### src/rtl/generador_pasos_pkg.sv
// Shared types and helpers for the step-pulse generator.
// POS_W is the width of every position value handled by the block.
package generador_pasos_pkg;

    localparam int POS_W = 8;

    typedef enum logic [1:0] {
        IDLE,
        CHECK,
        PULSE,
        WAIT
    } estado_t;

    function automatic logic [POS_W-1:0] limitar(
        input logic [POS_W-1:0] valor,
        input logic [POS_W-1:0] minimo,
        input logic [POS_W-1:0] maximo
    );
        if (valor < minimo) begin
            return minimo;
        end
        if (valor > maximo) begin
            return maximo;
        end
        return valor;
    endfunction

endpackage

### src/rtl/divisor_intervalo.sv
// Loadable down-counter that times the WAIT interval between step pulses.
// It stops at zero and holds there until the next load.
module divisor_intervalo #(
    parameter int W = 16
) (
    input  logic         clk,
    input  logic         rst_n,
    input  logic         load,
    input  logic [W-1:0] value,
    output logic         zero
);

    logic [W-1:0] cnt_reg;

    always_ff @(posedge clk or negedge rst_n) begin
        if (!rst_n) begin
            cnt_reg <= '0;
        end else if (load) begin
            cnt_reg <= value;
        end else if (cnt_reg != '0) begin
            cnt_reg <= cnt_reg - W'(1);
        end
    end

    assign zero = (cnt_reg == '0);

endmodule

### src/rtl/generador_pasos.sv
// Step-pulse generator: walks an external up/down position counter toward a target.
// Defining GENERADOR_PASOS_SOFT_LIMIT_EN clamps accepted targets to [POS_MIN, POS_MAX].
module generador_pasos
    import generador_pasos_pkg::*;
#(
    parameter int STEP_DIV = 50000,
    parameter int POS_MIN  = 10,
    parameter int POS_MAX  = 170
) (
    input  logic             clk,
    input  logic             rst_n,
    input  logic             tgt_valid,
    output logic             tgt_ready,
    input  logic [POS_W-1:0] tgt_pos,
    input  logic [POS_W-1:0] pos,
    input  logic             abort,
    output logic             cnt_up,
    output logic             cnt_down,
    output logic             busy,
    output logic             done
);

    // WAIT spans STEP_DIV-2 cycles; the counter runs from STEP_DIV-3 down to 0.
    localparam int CNT_W = $clog2(STEP_DIV);
    localparam logic [CNT_W-1:0] CUENTA_WAIT = CNT_W'(STEP_DIV - 3);

`ifdef GENERADOR_PASOS_SOFT_LIMIT_EN
    localparam bit LIMITE_EN = 1'b1;
`else
    localparam bit LIMITE_EN = 1'b0;
`endif

    estado_t          estado_reg;
    logic [POS_W-1:0] tgt_q;
    logic [POS_W-1:0] tgt_in;
    logic             dir_reg;
    logic             dir_next;
    logic             entra_pulso;
    logic             carga_intervalo;
    logic             intervalo_cero;

    assign tgt_in = LIMITE_EN ? limitar(tgt_pos, POS_W'(POS_MIN), POS_W'(POS_MAX)) : tgt_pos;

    assign tgt_ready = (estado_reg == IDLE) && !abort;

    // A step is issued only when CHECK finds distance left and no cancel is pending.
    assign entra_pulso = (estado_reg == CHECK) && !abort && (pos != tgt_q);

    always_comb begin
        dir_next = dir_reg;
        if (entra_pulso) begin
            dir_next = (pos < tgt_q);
        end
    end

    assign carga_intervalo = (estado_reg == PULSE);

    divisor_intervalo #(
        .W (CNT_W)
    ) u_divisor (
        .clk   (clk),
        .rst_n (rst_n),
        .load  (carga_intervalo),
        .value (CUENTA_WAIT),
        .zero  (intervalo_cero)
    );

    always_ff @(posedge clk or negedge rst_n) begin
        if (!rst_n) begin
            estado_reg <= IDLE;
            tgt_q      <= '0;
            dir_reg    <= 1'b0;
            cnt_up     <= 1'b0;
            cnt_down   <= 1'b0;
            busy       <= 1'b0;
            done       <= 1'b0;
        end else begin
            dir_reg  <= dir_next;
            cnt_up   <= entra_pulso && dir_next;
            cnt_down <= entra_pulso && !dir_next;
            done     <= 1'b0;
            case (estado_reg)
                IDLE: begin
                    if (tgt_valid && tgt_ready) begin
                        tgt_q      <= tgt_in;
                        estado_reg <= CHECK;
                        busy       <= 1'b1;
                    end
                end
                CHECK: begin
                    if (abort) begin
                        estado_reg <= IDLE;
                        busy       <= 1'b0;
                    end else if (pos == tgt_q) begin
                        estado_reg <= IDLE;
                        busy       <= 1'b0;
                        done       <= 1'b1;
                    end else begin
                        estado_reg <= PULSE;
                    end
                end
                PULSE: begin
                    if (abort) begin
                        estado_reg <= IDLE;
                        busy       <= 1'b0;
                    end else begin
                        estado_reg <= WAIT;
                    end
                end
                WAIT: begin
                    if (abort) begin
                        estado_reg <= IDLE;
                        busy       <= 1'b0;
                    end else if (intervalo_cero) begin
                        estado_reg <= CHECK;
                    end
                end
                default: begin
                    estado_reg <= IDLE;
                    busy       <= 1'b0;
                end
            endcase
        end
    end

endmodule

### config.mk
export PLATFORM = sky130hd
export DESIGN_NAME = generador_pasos
export DESIGN_NICKNAME = d
export VERILOG_FILES = /design/src/rtl/generador_pasos_pkg.sv /design/src/rtl/divisor_intervalo.sv /design/src/rtl/generador_pasos.sv
export SDC_FILE = /design/constraint.sdc
export NUM_CORES = 1
export LEC_CHECK = 0
export BUFFER_PORTS_ARGS = -buffer_cell sky130_fd_sc_hd__buf_4
export CAP_MARGIN = 20
export CORE_MARGIN = 8
export CORE_UTILIZATION = 40
export CTS_CLUSTER_SIZE = 10
export DETAILED_ROUTE_END_ITERATION = 12
export PLACE_DENSITY = 0.61
export SLEW_MARGIN = 5
export SYNTH_ARGS = -nofsm -noshare
export SYNTH_HDL_FRONTEND = slang
export SYNTH_SLANG_ARGS = --single-unit
### constraint.sdc
create_clock -name clk -period 2.1 [get_ports clk]
set_clock_uncertainty 0.15 [all_clocks]
set_input_delay 0.105 -clock clk [delete_from_list [all_inputs] [get_ports clk]]
set_output_delay 0.105 -clock clk [all_outputs]
set_load 0.1 [all_outputs]
-- After elaboration in Yosys (flattened, before gate mapping)
Index checks and enable logic that the tools add are counted.
- register bits after elaboration: 31
- output and inout port bits: 5
- bits of input ports: 20
- logic and storage cells: 53
- add/subtract/negate cells: 1
- $lt $le $gt $ge: 1
- reduce and logical (&&, ||, !) cells: 16
- muxes and demuxes: 18
- equality and inequality tests: 9
- operators with widths (kind ; number):
    16-bit two-way mux ; 2
    16-bit zero test ; 1
    16-bit nonzero test ; 1
    16-bit by 1-bit subtractor with 16-bit output (second input constant) ; 1
    2-bit two-way mux ; 6
    8-bit == test ; 1
    8-bit less-than comparator ; 1
    1-bit two-way mux ; 8
    8-bit != test ; 1
    2-bit one-hot mux with 4 select lines ; 1
    1-bit logical AND ; 6
    2-bit == test (second input constant) ; 2
    2-bit by 1-bit != test with 1-bit output (second input constant) ; 2
    2-bit AND reduction ; 2
    3-bit by 2-bit != test with 1-bit output (second input constant) ; 1
    3-bit != test (second input constant) ; 1
    1-bit one-hot mux with 3 select lines ; 1
    3-bit AND reduction ; 1
    2-bit by 1-bit == test with 1-bit output (second input constant) ; 1
    1-bit zero test ; 2
    2-bit zero test ; 1
    2-bit nonzero test ; 1
    2-bit OR reduction ; 1

-- Longest topological paths before layout
Gate-level depths: netlist of the first run.
- word-level depth: 6
- depth in mapped cells: 7
- gate-level depth less buffers: 6

-- Modules after synthesis
From an unflattened synthesis of the first run, not the netlist that was laid out.
- cell total of the unflattened synthesis: 181
- area, all modules: 1764.2 um^2
- by module, submodules not included (module ; instances ; cells each ; sequential area each (um^2) ; area an instance (um^2)):
    divisor_intervalo ; 1 ; 104 ; 400.4 ; 1006.0
    generador_pasos ; 1 ; 77 ; 350.3 ; 758.2

-- Worst setup path before layout of the first run
OpenSTA, ideal clock, no wires.
- path kind: register to output
- start point: reg estado_reg[0]
- end point: out tgt_ready
- arrival time: 2525 ps
- required time: 1845 ps
- buffers on the path: 0
- setup slack: -680 ps
- stages on the path, launching flop included: 2
- path through: dfrtp_1 -> nor3_1
- cells in the longest elaborated chain, start to end: 2
- ends and longest elaborated chain (what ; line ; text):
    start, declared ; generador_pasos.sv:33 ; estado_t estado_reg;
    start signal, assigned ; generador_pasos.sv:70 ; estado_reg <= IDLE;
    start signal, assigned ; generador_pasos.sv:86 ; estado_reg <= CHECK;
    start signal, assigned ; generador_pasos.sv:92 ; estado_reg <= IDLE;
    2-bit zero test ; generador_pasos.sv:44 ; assign tgt_ready = (estado_reg == IDLE) && !abort;
    1-bit logical AND ; generador_pasos.sv:44 ;
    end, declared ; generador_pasos.sv:13 ; output logic tgt_ready,
Every way passes these cells.

-- Worst setup path after layout of the first run
- start point: reg u_divisor.cnt_reg[7]
- end point: reg u_divisor.cnt_reg[13]
- cells in the longest elaborated chain, start to end: 3
- elaborated cells between the ends (all ways): 5
- those cells by class: add/sub: 1; mux: 2; reduce/logical: 2
- ends and longest elaborated chain (what ; line ; text):
    start, declared ; divisor_intervalo.sv:13 ; logic [W-1:0] cnt_reg;
    start signal, assigned ; divisor_intervalo.sv:19 ; cnt_reg <= value;
    start signal, assigned ; divisor_intervalo.sv:21 ; cnt_reg <= cnt_reg - W'(1);
    16-bit by 1-bit subtractor with 16-bit output ; divisor_intervalo.sv:21 ;
    16-bit two-way mux ; divisor_intervalo.sv:20 ; end else if (cnt_reg != '0) begin
    16-bit two-way mux ; divisor_intervalo.sv:18 ; end else if (load) begin
Several ways; a longest one is shown, not always the timed one. The select of a mux whose other input is x is not followed.
A chain may end at the register's enable or synchronous reset.

==> results of run 1 <==
cells in the mapped netlist, drive strengths merged (2+ instances only):
cell type / number / area share [%]
o211ai: 4 / 1.8
nand3b: 2 / 0.91
o311ai: 2 / 1.1
nand2: 18 / 4.3
or3b: 3 / 1.6
or3: 3 / 1.1
nor4: 3 / 1.9
or4: 4 / 2.1
nand2b: 3 / 1.1
dfrtp: 30 / 46
ha: 9 / 6.8
o21ai: 14 / 4.3
nand3: 4 / 1.2
o31ai: 4 / 1.8
clkbuf: 2 / 0.46
nand4: 4 / 1.9
nor2b: 2 / 0.76
nor3: 6 / 2.4
and3: 2 / 0.76
o41ai: 2 / 1.1
inv: 13 / 3.0
nor2: 10 / 2.3
a21oi: 11 / 3.3
power by group:
group,leakage (nW),switching (W),internal [W]
sequential,0.365,0.000130,0.000722
clock,0.0504,0.000242,0.000353
combinational,0.515,0.000453,0.000303
logic make-up after synthesis:
logic type,count (synthesis)
mux,2
buf+inv,16
fa+ha+maj,9
simple gates,69
compound gates,44
flops,30
metrics by stage:
stage / total power [W] / area (um^2)
floorplan: 0.00138 / 1650
global placement: 0.00157 / 1930
detailed placement: 0.00160 / 1930
CTS: 0.00222 / 2140
global route: 0.00235 / 2140
finish: 0.00220 / 2140
per-layer routing:
metal	global-route usage, %	wire (um)	vias to the layer above
met5	0	0	-
met4	5.82	100	0
met3	4.13	191	11
met2	22.4	1960	40
met1	15.5	1730	684
li1	-	-	717
worst paths after layout:
check,startpoint,endpoint,depth (start not counted)
setup / recovery,u_divisor.cnt_reg[7],u_divisor.cnt_reg[13],4
hold / removal,tgt_valid,busy,4
setup reg to reg,u_divisor.cnt_reg[7],u_divisor.cnt_reg[13],4
hold reg to reg,busy,busy,1
max in group asynchronous,rst_n,u_divisor.cnt_reg[13],2
min in group asynchronous,rst_n,u_divisor.cnt_reg[6],2
layout by cell type (no fill, tap or decap), drive strengths merged, types with 2 or more instances in the layout:
cell / synthesis / final
or4: 4 / 4
dfrtp: 30 / 30
nand3: 4 / 4
nor2: 10 / 10
o211ai: 4 / 4
or3b: 3 / 3
dlygate4sd3: 0 / 10
ha: 9 / 9
or3: 3 / 3
nand3b: 2 / 2
nand4: 4 / 4
buf: 1 / 31
o311ai: 2 / 2
o31ai: 4 / 4
o21ai: 14 / 14
a21oi: 11 / 11
nand2b: 3 / 3
nor3: 6 / 6
clkinvlp: 0 / 2
nor4: 3 / 3
o41ai: 2 / 2
inv: 13 / 13
nor2b: 2 / 2
clkbuf: 2 / 5
nand2: 18 / 18
and3: 2 / 2
worst max-delay path, cell delays in order (launching register included):
cell	delay (ns)
dfrtp_1	0.46
nor4_2	0.40
nand2_2	0.15
or4_1	0.52
a21oi_1	0.16
final cells by class:
cell class,instances,area share (%)
multi-input combinational,124,39.0
sequential,30,35.0
timing repair buffer,41,15.5
clock buffer,5,3.21
tap,50,2.92
inverter,13,2.28
clock inverter,3,2.10
==> results.cfg, run 1 <==
[sta]
fmax_ghz = 0.521
final-max-slew-violation-count = 0
max_slew.worst_pin.slew_ns = 0.589
relSlewSlack_pct = 60.6
hold_ws_ns = 0.0789
worst_slack_ns = 0.179
setup_tns_ns = 0
finalSetupViolCount = 0
hold_viol = 0
period_share_pct = 91.5
period_needed_ns = 1.92
rsz0062_at_grt = false

[clocking]
cts.sinks = 30
cts_resized = 0
cts_hold_buf = 10
clk_latency_ns = 0.29
root_buffer = clkbuf_8
postCtsSetupBuffers = 0
clock_path_buffers = 2
cts_tree = built
numCtsBuffers = 5
cts.clk_slew.worst_paths_ns = 0.07
h-tree-depth = 2

[die]
std_cell_rows = 23
die_area_mm2 = 0.00642
chipHeight_um = 80.1
initial_core_util_pct = 41.4
die_w_um = 80.1
ioPinCount = 25
core_mm2 = 0.00397

[critical_path]
arrival_ns = 1.98
cp.required_ns = 2.16
setup.worst_path.end_class = register
cp_max_fo = 7
startpoint_type = register
r2r_setup_slack_ns = 0.18
timing_worst_setup_path_type = register to register

[finish]
fill_cells = 366
largest_reg_flops = 16
area_growth_pct = 30.3
multi_input_area_um2 = 836
nets = 244
instances_no_fill = 266
diodes = 0
drive_gt1_share_pct = 25.0
final_core_util_pct = 54.0
seq_area_um2 = 751

[logic_synthesis]
synth-adder-area-share_pct = 6.84
avgSynthCellArea_um2 = 9.68
synth_edf_count = 0
yosysWarnings = 0
syn-instance-count = 170
synth-xor-area-share_pct = 0
ys_ff_latch = 30
synth-simple-area-share_pct = 25.3
ys.flop_type = dfrtp_1
seq_area_frac_synth_pct = 45.6
ys_types = 46
syn-cell-area_mm2 = 0.00165
synth_compound_area_share_pct = 17.0
synth.area.mux_share_pct = 1.29
synth_nets = 199
synth_top_family_by_area = simple AND/OR/NAND/NOR gates
async_flop_share_pct = 100

[global_routing]
grt_overflow = 0
grt_max_degree = 31
grt_use_total_pct = 13.4
antenna_found_initial = 0
grt_pass1_vias = 1520
grt_pass1_wl_um = 6720

[pwr]
ir_drop_uv = 475
p_leak_nw = 0.930
power.density_mw_per_mm2 = 1030

[worst_hold_path]
min_path_type = input pin to register

[placed_design]
gp_congestion = 0.841
dp.cells = 248
dp_hpwl_um = 2980
port_buffers = 24
dpl_worst_slack_ns = 0.186

[routing]
routedWlPerCell_um = 15.0
wl_um = 3980
vias_per_cell = 5.46
dr.first_iter.drc_count = 77
dr_total_vias = 1452
ant_nets = 0
firstDrtPassIters = 4
drc = 0

[flow_run]
cap_violations = 0

[run_status]
status = complete, no violations
Power figures use the tool's default switching activity.
==> inputs of run 2 (changes only) <==
Settings changed: CTS_CLUSTER_SIZE 10 to 8, RECOVER_POWER set to 25.
==> run 2 against run 1 <==
Effect of this change: highest routed layer unchanged; cell area decreased by 0.12%; fmax fell by 0.12%; die area unchanged; final cell count unchanged; largest power group unchanged; critical path type unchanged; hold slack is the same; via count about the same; critical endpoint unchanged; first-iteration DRC count unchanged; sequential power barely moved; power is essentially flat; setup slack worse by 0.0023 ns; flip-flop and latch count unchanged.
==> results.cfg, run 2 (synthesis gave the netlist of run 1 again) <==
[routing]
wl_um = 3980
vias_per_cell = 5.45
drc = 0
routedWlPerCell_um = 15.0
dr_total_vias = 1451
ant_nets = 0
firstDrtPassIters = 4
dr.first_iter.drc_count = 77

[clocking]
cts_tree = built
cts.clk_slew.worst_paths_ns = 0.07
cts_resized = 0
root_buffer = clkbuf_8
h-tree-depth = 2
clock_path_buffers = 2
numCtsBuffers = 5
clk_latency_ns = 0.29
cts.sinks = 30

[global_routing]
grt_overflow = 0
grt_pass1_vias = 1520
grt_use_total_pct = 13.4
grt_pass1_wl_um = 6720
grt_max_degree = 31
antenna_found_initial = 0

[critical_path]
setup.worst_path.end_class = register
timing.rr.start = u_divisor.cnt_reg[7]
cp.required_ns = 2.16
arrival_ns = 1.98
ff2ff_path_depth = 4
slowest_stage = or4_1
startpoint_type = register
r2r-end = u_divisor.cnt_reg[13]
cp_max_fo = 7
max_stage_delay_ns = 0.52
timing_worst_setup_path_type = register to register
r2r_setup_slack_ns = 0.18
crit_chain = nor4_2 > nand2_2 > or4_1 > a21oi_1

[sta]
hold_viol = 0
max_slew.worst_pin.slew_ns = 0.743
fmax_ghz = 0.520
period_share_pct = 91.6
hold_ws_ns = 0.0789
setup_tns_ns = 0
finalSetupViolCount = 0
relSlewSlack_pct = 50.5
period_needed_ns = 1.92
final-max-slew-violation-count = 0
rsz0062_at_grt = false

[die]
std_cell_rows = 23
die_w_um = 80.1
ioPinCount = 25
core_mm2 = 0.00397
initial_core_util_pct = 41.4
chipHeight_um = 80.1
die_area_mm2 = 0.00642

[finish]
area_growth_pct = 30.2
largest_reg_flops = 16
drive_gt1_share_pct = 25.0
instances_no_fill = 266
diodes = 0
final_core_util_pct = 53.9
nets = 244
final_cell_mix = dfrtp_1 (30), buf_4 (30), nand2_1 (17)

[worst_hold_path]
holdPathEnd = busy
min_path_type = input pin to register
worstHoldPathCells = 4
hp-start = tgt_valid

[pwr]
switchingPower_w = 0.000825
p_int_w = 0.00138
p_leak_nw = 0.930
power_frac_comb_pct = 34.3
power.density_mw_per_mm2 = 1030
p_clk_share_pct = 27.0
power_w = 0.00220
power_frac_seq_pct = 38.7
p_sw_share_pct = 37.5
ir_drop_uv = 475

[run_status]
status = complete, no violations

[placed_design]
dp.cells = 248
gp_congestion = 0.841
dp_hpwl_um = 2980
port_buffers = 24

[flow_run]
cap_violations = 0
==> run 2: repair_timing <==
| action | CTS | global route |
|---|---|---|
| hold buffers | 10 | 0 |
| endpoints found under the hold margin | 40 | 0 |
| setup buffers | 0 | 0 |
==> run 2: worst max-delay path by stage <==
stage                                  endpoint                   from  cells after the start  slack, ns
after floorplan                       tgt_ready          estado_reg[0]                      1       0.16
after global placement    u_divisor.cnt_reg[13]  u_divisor.cnt_reg[10]                      4       0.23
after detailed placement  u_divisor.cnt_reg[13]  u_divisor.cnt_reg[10]                      4       0.19
after CTS                 u_divisor.cnt_reg[13]   u_divisor.cnt_reg[7]                      4       0.17
after global routing      u_divisor.cnt_reg[13]   u_divisor.cnt_reg[7]                      4       0.05
final                     u_divisor.cnt_reg[13]   u_divisor.cnt_reg[7]                      4       0.18
==> run 2: power by group through the flow <==
stage | Combinational (W) | Sequential (W) | Clock, W
after global placement | 0.000723 | 0.000847 | 0
after floorplan | 0.000451 | 0.000926 | 0
after global routing | 0.000842 | 0.000875 | 0.000633
after CTS | 0.000765 | 0.000848 | 0.000609
after detailed placement | 0.000746 | 0.000859 | 0
final | 0.000755 | 0.000852 | 0.000594
==> run 2: cell type report <==
class | count | area, um^2
Clock buffer | 5 | 68.8
Clock inverter | 3 | 45.0
Fill cell | 366 | 1830
Inverter | 13 | 48.8
Multi-Input combinational cell | 124 | 836
Sequential cell | 30 | 751
Tap cell | 50 | 62.6
Timing Repair Buffer | 41 | 330
==> run 2: per-layer routing <==
| layer | global-route usage (%) | up-vias | wire (um) |
|---|---|---|---|
| li1 | - | 717 | - |
| met5 | 0 | - | 0 |
| met4 | 5.82 | 0 | 100 |
| met2 | 22.4 | 40 | 1960 |
| met1 | 15.5 | 683 | 1730 |
| met3 | 4.13 | 11 | 191 |
==> run 2: critical path, delay by kind of cell, from the launching register on <==
family,cells,cell delay (ns)
compound gates,1,0.16
flops,1,0.46
simple gates,3,1.07
==> run 2: stage by stage <==
stage / worst slack (ns) / cell area [um^2]
after CTS: 0.174 / 2140
after floorplan: 0.165 / 1650
final: 0.177 / 2140
after global routing: 0.0490 / 2140
after detailed placement: 0.186 / 1930
after global placement: 0.231 / 1930
==> inputs of run 3 (changes only) <==
Settings changed: ABC_AREA set to 1, MAX_ROUTING_LAYER set to met4, PLACE_DENSITY 0.61 to 0.6.
==> run 3 against run 2 <==
Effect of this change: cell area is 2.2% higher; area after synthesis is 6.2% higher; combinational power rose by 42%; fmax grew 16%; hold slack improved by 0.062 ns; flip-flop and latch count unchanged; sequential power increased by 7.7%; clock power fell by 18%; via count up 1.4%; register-to-register slack better by 0.27 ns; sequential share of layout area fell by 0.74 points; critical path type unchanged; largest cell class unchanged.
==> results.cfg, run 3 <==
[finish]
largest_reg_flops = 16
diodes = 0
drive_gt1_share_pct = 18.4
instances_no_fill = 329
area_growth_pct = 25.2
nets = 305
final_core_util_pct = 51.0
final_cell_mix = nand2_1 (56), nor2_1 (40), inv_1 (38)
final_common_cell = nand2_1

[logic_synthesis]
ys_types = 23
synth_nets = 265
seq_area_frac_synth_pct = 42.9
async_flop_share_pct = 100
avgSynthCellArea_um2 = 7.41
yosys.cell_count.top_type = nand2_1
yosysWarnings = 0
synth_top_area_cell = dfrtp_1
synth_common_cells = nand2_1 (56), nor2_1 (40), inv_1 (38)
synth_edf_count = 0
synthTopCellsByArea = dfrtp_1 (43%), nand2_1 (12%), nor2_1 (8.6%)
syn-cell-area_mm2 = 0.00175
syn-instance-count = 236
ys_ff_latch = 30
yosysTopAreaCellShare_pct = 42.9
ys.flop_type = dfrtp_1

[critical_path]
crit_chain = inv_1 > ha_1 > nand2_2 > nor2_4 > nand2_4 > nor2_4 > inv_2 > nand2_1 > inv_1
cp.required_ns = 2.14
startpoint_type = register
ff2ff_path_depth = 9
cp_max_fo = 9
arrival_ns = 1.69
max_stage_delay_ns = 0.39
r2r_setup_slack_ns = 0.45
worst-path-buf-inv = 3
timing_worst_setup_path_type = register to register
r2r-end = u_divisor.cnt_reg[3]
slowest_stage = dfrtp_1
cp.depth = 9
cp_top_family = simple AND/OR/NAND/NOR gates
setup.worst_path.end_class = register
timing.rr.start = u_divisor.cnt_reg[0]

[global_routing]
grt_max_degree = 31
antenna_found_initial = 0
grt_use_total_pct = 13.7
grt_overflow = 0
grt_pass1_wl_um = 6880
grt_pass1_vias = 1554

[sta]
finalSetupViolCount = 0
setup_tns_ns = 0
relSlewSlack_pct = 49.9
period_share_pct = 78.7
hold_viol = 0
worst_slack_ns = 0.446
max_slew.worst_pin.slew_ns = 0.751
fmax_ghz = 0.605
rsz0062_at_grt = false
hold_ws_ns = 0.140
period_needed_ns = 1.65
final-max-slew-violation-count = 0

[clocking]
cts_resized = 0
cts.clk_slew.worst_paths_ns = 0.07
numCtsBuffers = 5
clk_latency_ns = 0.29
root_buffer = clkbuf_8
cts_tree = built
cts.sinks = 30
h-tree-depth = 2
clock_path_buffers = 2
postCtsSetupBuffers = 0

[routing]
wl_um = 3710
dr_total_vias = 1471
routedWlPerCell_um = 11.3
firstDrtPassIters = 4
dr.first_iter.drc_count = 112
ant_nets = 0
vias_per_cell = 4.47
drc = 0

[die]
std_cell_rows = 24
core_mm2 = 0.00429
die_w_um = 82.1
die_area_mm2 = 0.00674
ioPinCount = 25
initial_core_util_pct = 40.7
chipHeight_um = 82.1

[worst_hold_path]
worstHoldPathCells = 7
min_path_type = input pin to register
hp-start = pos[7]
holdPathEnd = cnt_up

[run_status]
status = complete, no violations

[flow_run]
cap_violations = 0

[pwr]
ir_drop_uv = 498
p_leak_nw = 1.16
power.density_mw_per_mm2 = 1130

[placed_design]
dp.cells = 311
dpl_worst_slack_ns = 0.434
dp_hpwl_um = 2750
port_buffers = 24
gp_congestion = 0.827
[run 3: changes by cell type after synthesis, moves of 4 or more]
cell / previous run / this run
nor2_4: 0 / 4
a21oi_1: 11 / 15
o211ai_1: 4 / 0
nand2_1: 17 / 56
nand3_1: 4 / 13
inv_1: 13 / 38
o21ai_0: 12 / 6
nor2_1: 10 / 40
o31ai_1: 4 / 0
[run 3: worst max-delay path by stage]
| stage | to | start | slack, ns |
|---|---|---|---|
| final | u_divisor.cnt_reg[3] | u_divisor.cnt_reg[0] | 0.45 |
| after global routing | u_divisor.cnt_reg[3] | u_divisor.cnt_reg[0] | 0.29 |
| after CTS | u_divisor.cnt_reg[3] | u_divisor.cnt_reg[0] | 0.42 |
| after detailed placement | u_divisor.cnt_reg[3] | u_divisor.cnt_reg[0] | 0.43 |
| after global placement | u_divisor.cnt_reg[3] | u_divisor.cnt_reg[0] | 0.48 |
| after floorplan | tgt_ready | estado_reg[0] | 0.22 |
[run 3: report_power, final]
part	leakage (nW)	internal, W	total, W	switching (W)
logic	0.757	0.000370	0.00107	0.000697
registers	0.354	0.000773	0.000918	0.000145
clock network	0.0472	0.000263	0.000489	0.000226
[run 3: layer usage]
metal | vias up | share of wire, % | GRT usage, %
met1 | 623 | 49 | 16.2
met4 | 0 | 2.8 | 6.49
met3 | 7 | 4.4 | 3.79
met2 | 24 | 44 | 21.0
li1 | 817 | - | -
met5 | - | 0 | -
[run 3: worst reg2reg max path: stages, from the launching register on]
cell and delay, ns:
dfrtp_1 0.39, inv_1 0.10, ha_1 0.23, nand2_2 0.10, nor2_4 0.15, nand2_4 0.12
nor2_4 0.19, inv_2 0.05, nand2_1 0.05, inv_1 0.04
[run 3: logic make-up (layout without fill, tap and decap cells)]
logic type	count (synthesis)	after routing	synth area share (%)
AND/OR/NAND/NOR	132	132	34.1
AO/OA/AOI/OAI	23	23	6.94
buffers and inverters	41	82	8.95
flip-flops	30	30	42.9
multiplexers	1	1	0.644
adder cells (fa/ha/maj)	9	9	6.44
[run 3: per-stage QoR]
step / total power, W / instance area, um^2
6_report: 0.00247 / 2190
5_1_grt: 0.00272 / 2190
3_3_place_gp: 0.00198 / 2000
4_1_cts: 0.00251 / 2190
3_5_place_dp: 0.00199 / 2000
2_1_floorplan: 0.00174 / 1750
[run 3: cell type report]
| class | instances | area, um^2 |
|---|---|---|
| multi-input cells | 165 | 846 |
| clock inverters | 2 | 12.5 |
| clock buffers | 6 | 82.6 |
| inverters | 39 | 146 |
| flip-flops and latches | 30 | 751 |
| repair buffers | 35 | 285 |
| fillers | 406 | 2110 |
| well taps | 52 | 65.1 |
[run 3: timing repair]
item                                    4_1_cts  5_1_grt
hold buffers                                 10        0
endpoints found under the setup margin        0        0
endpoints found under the hold margin        39        0
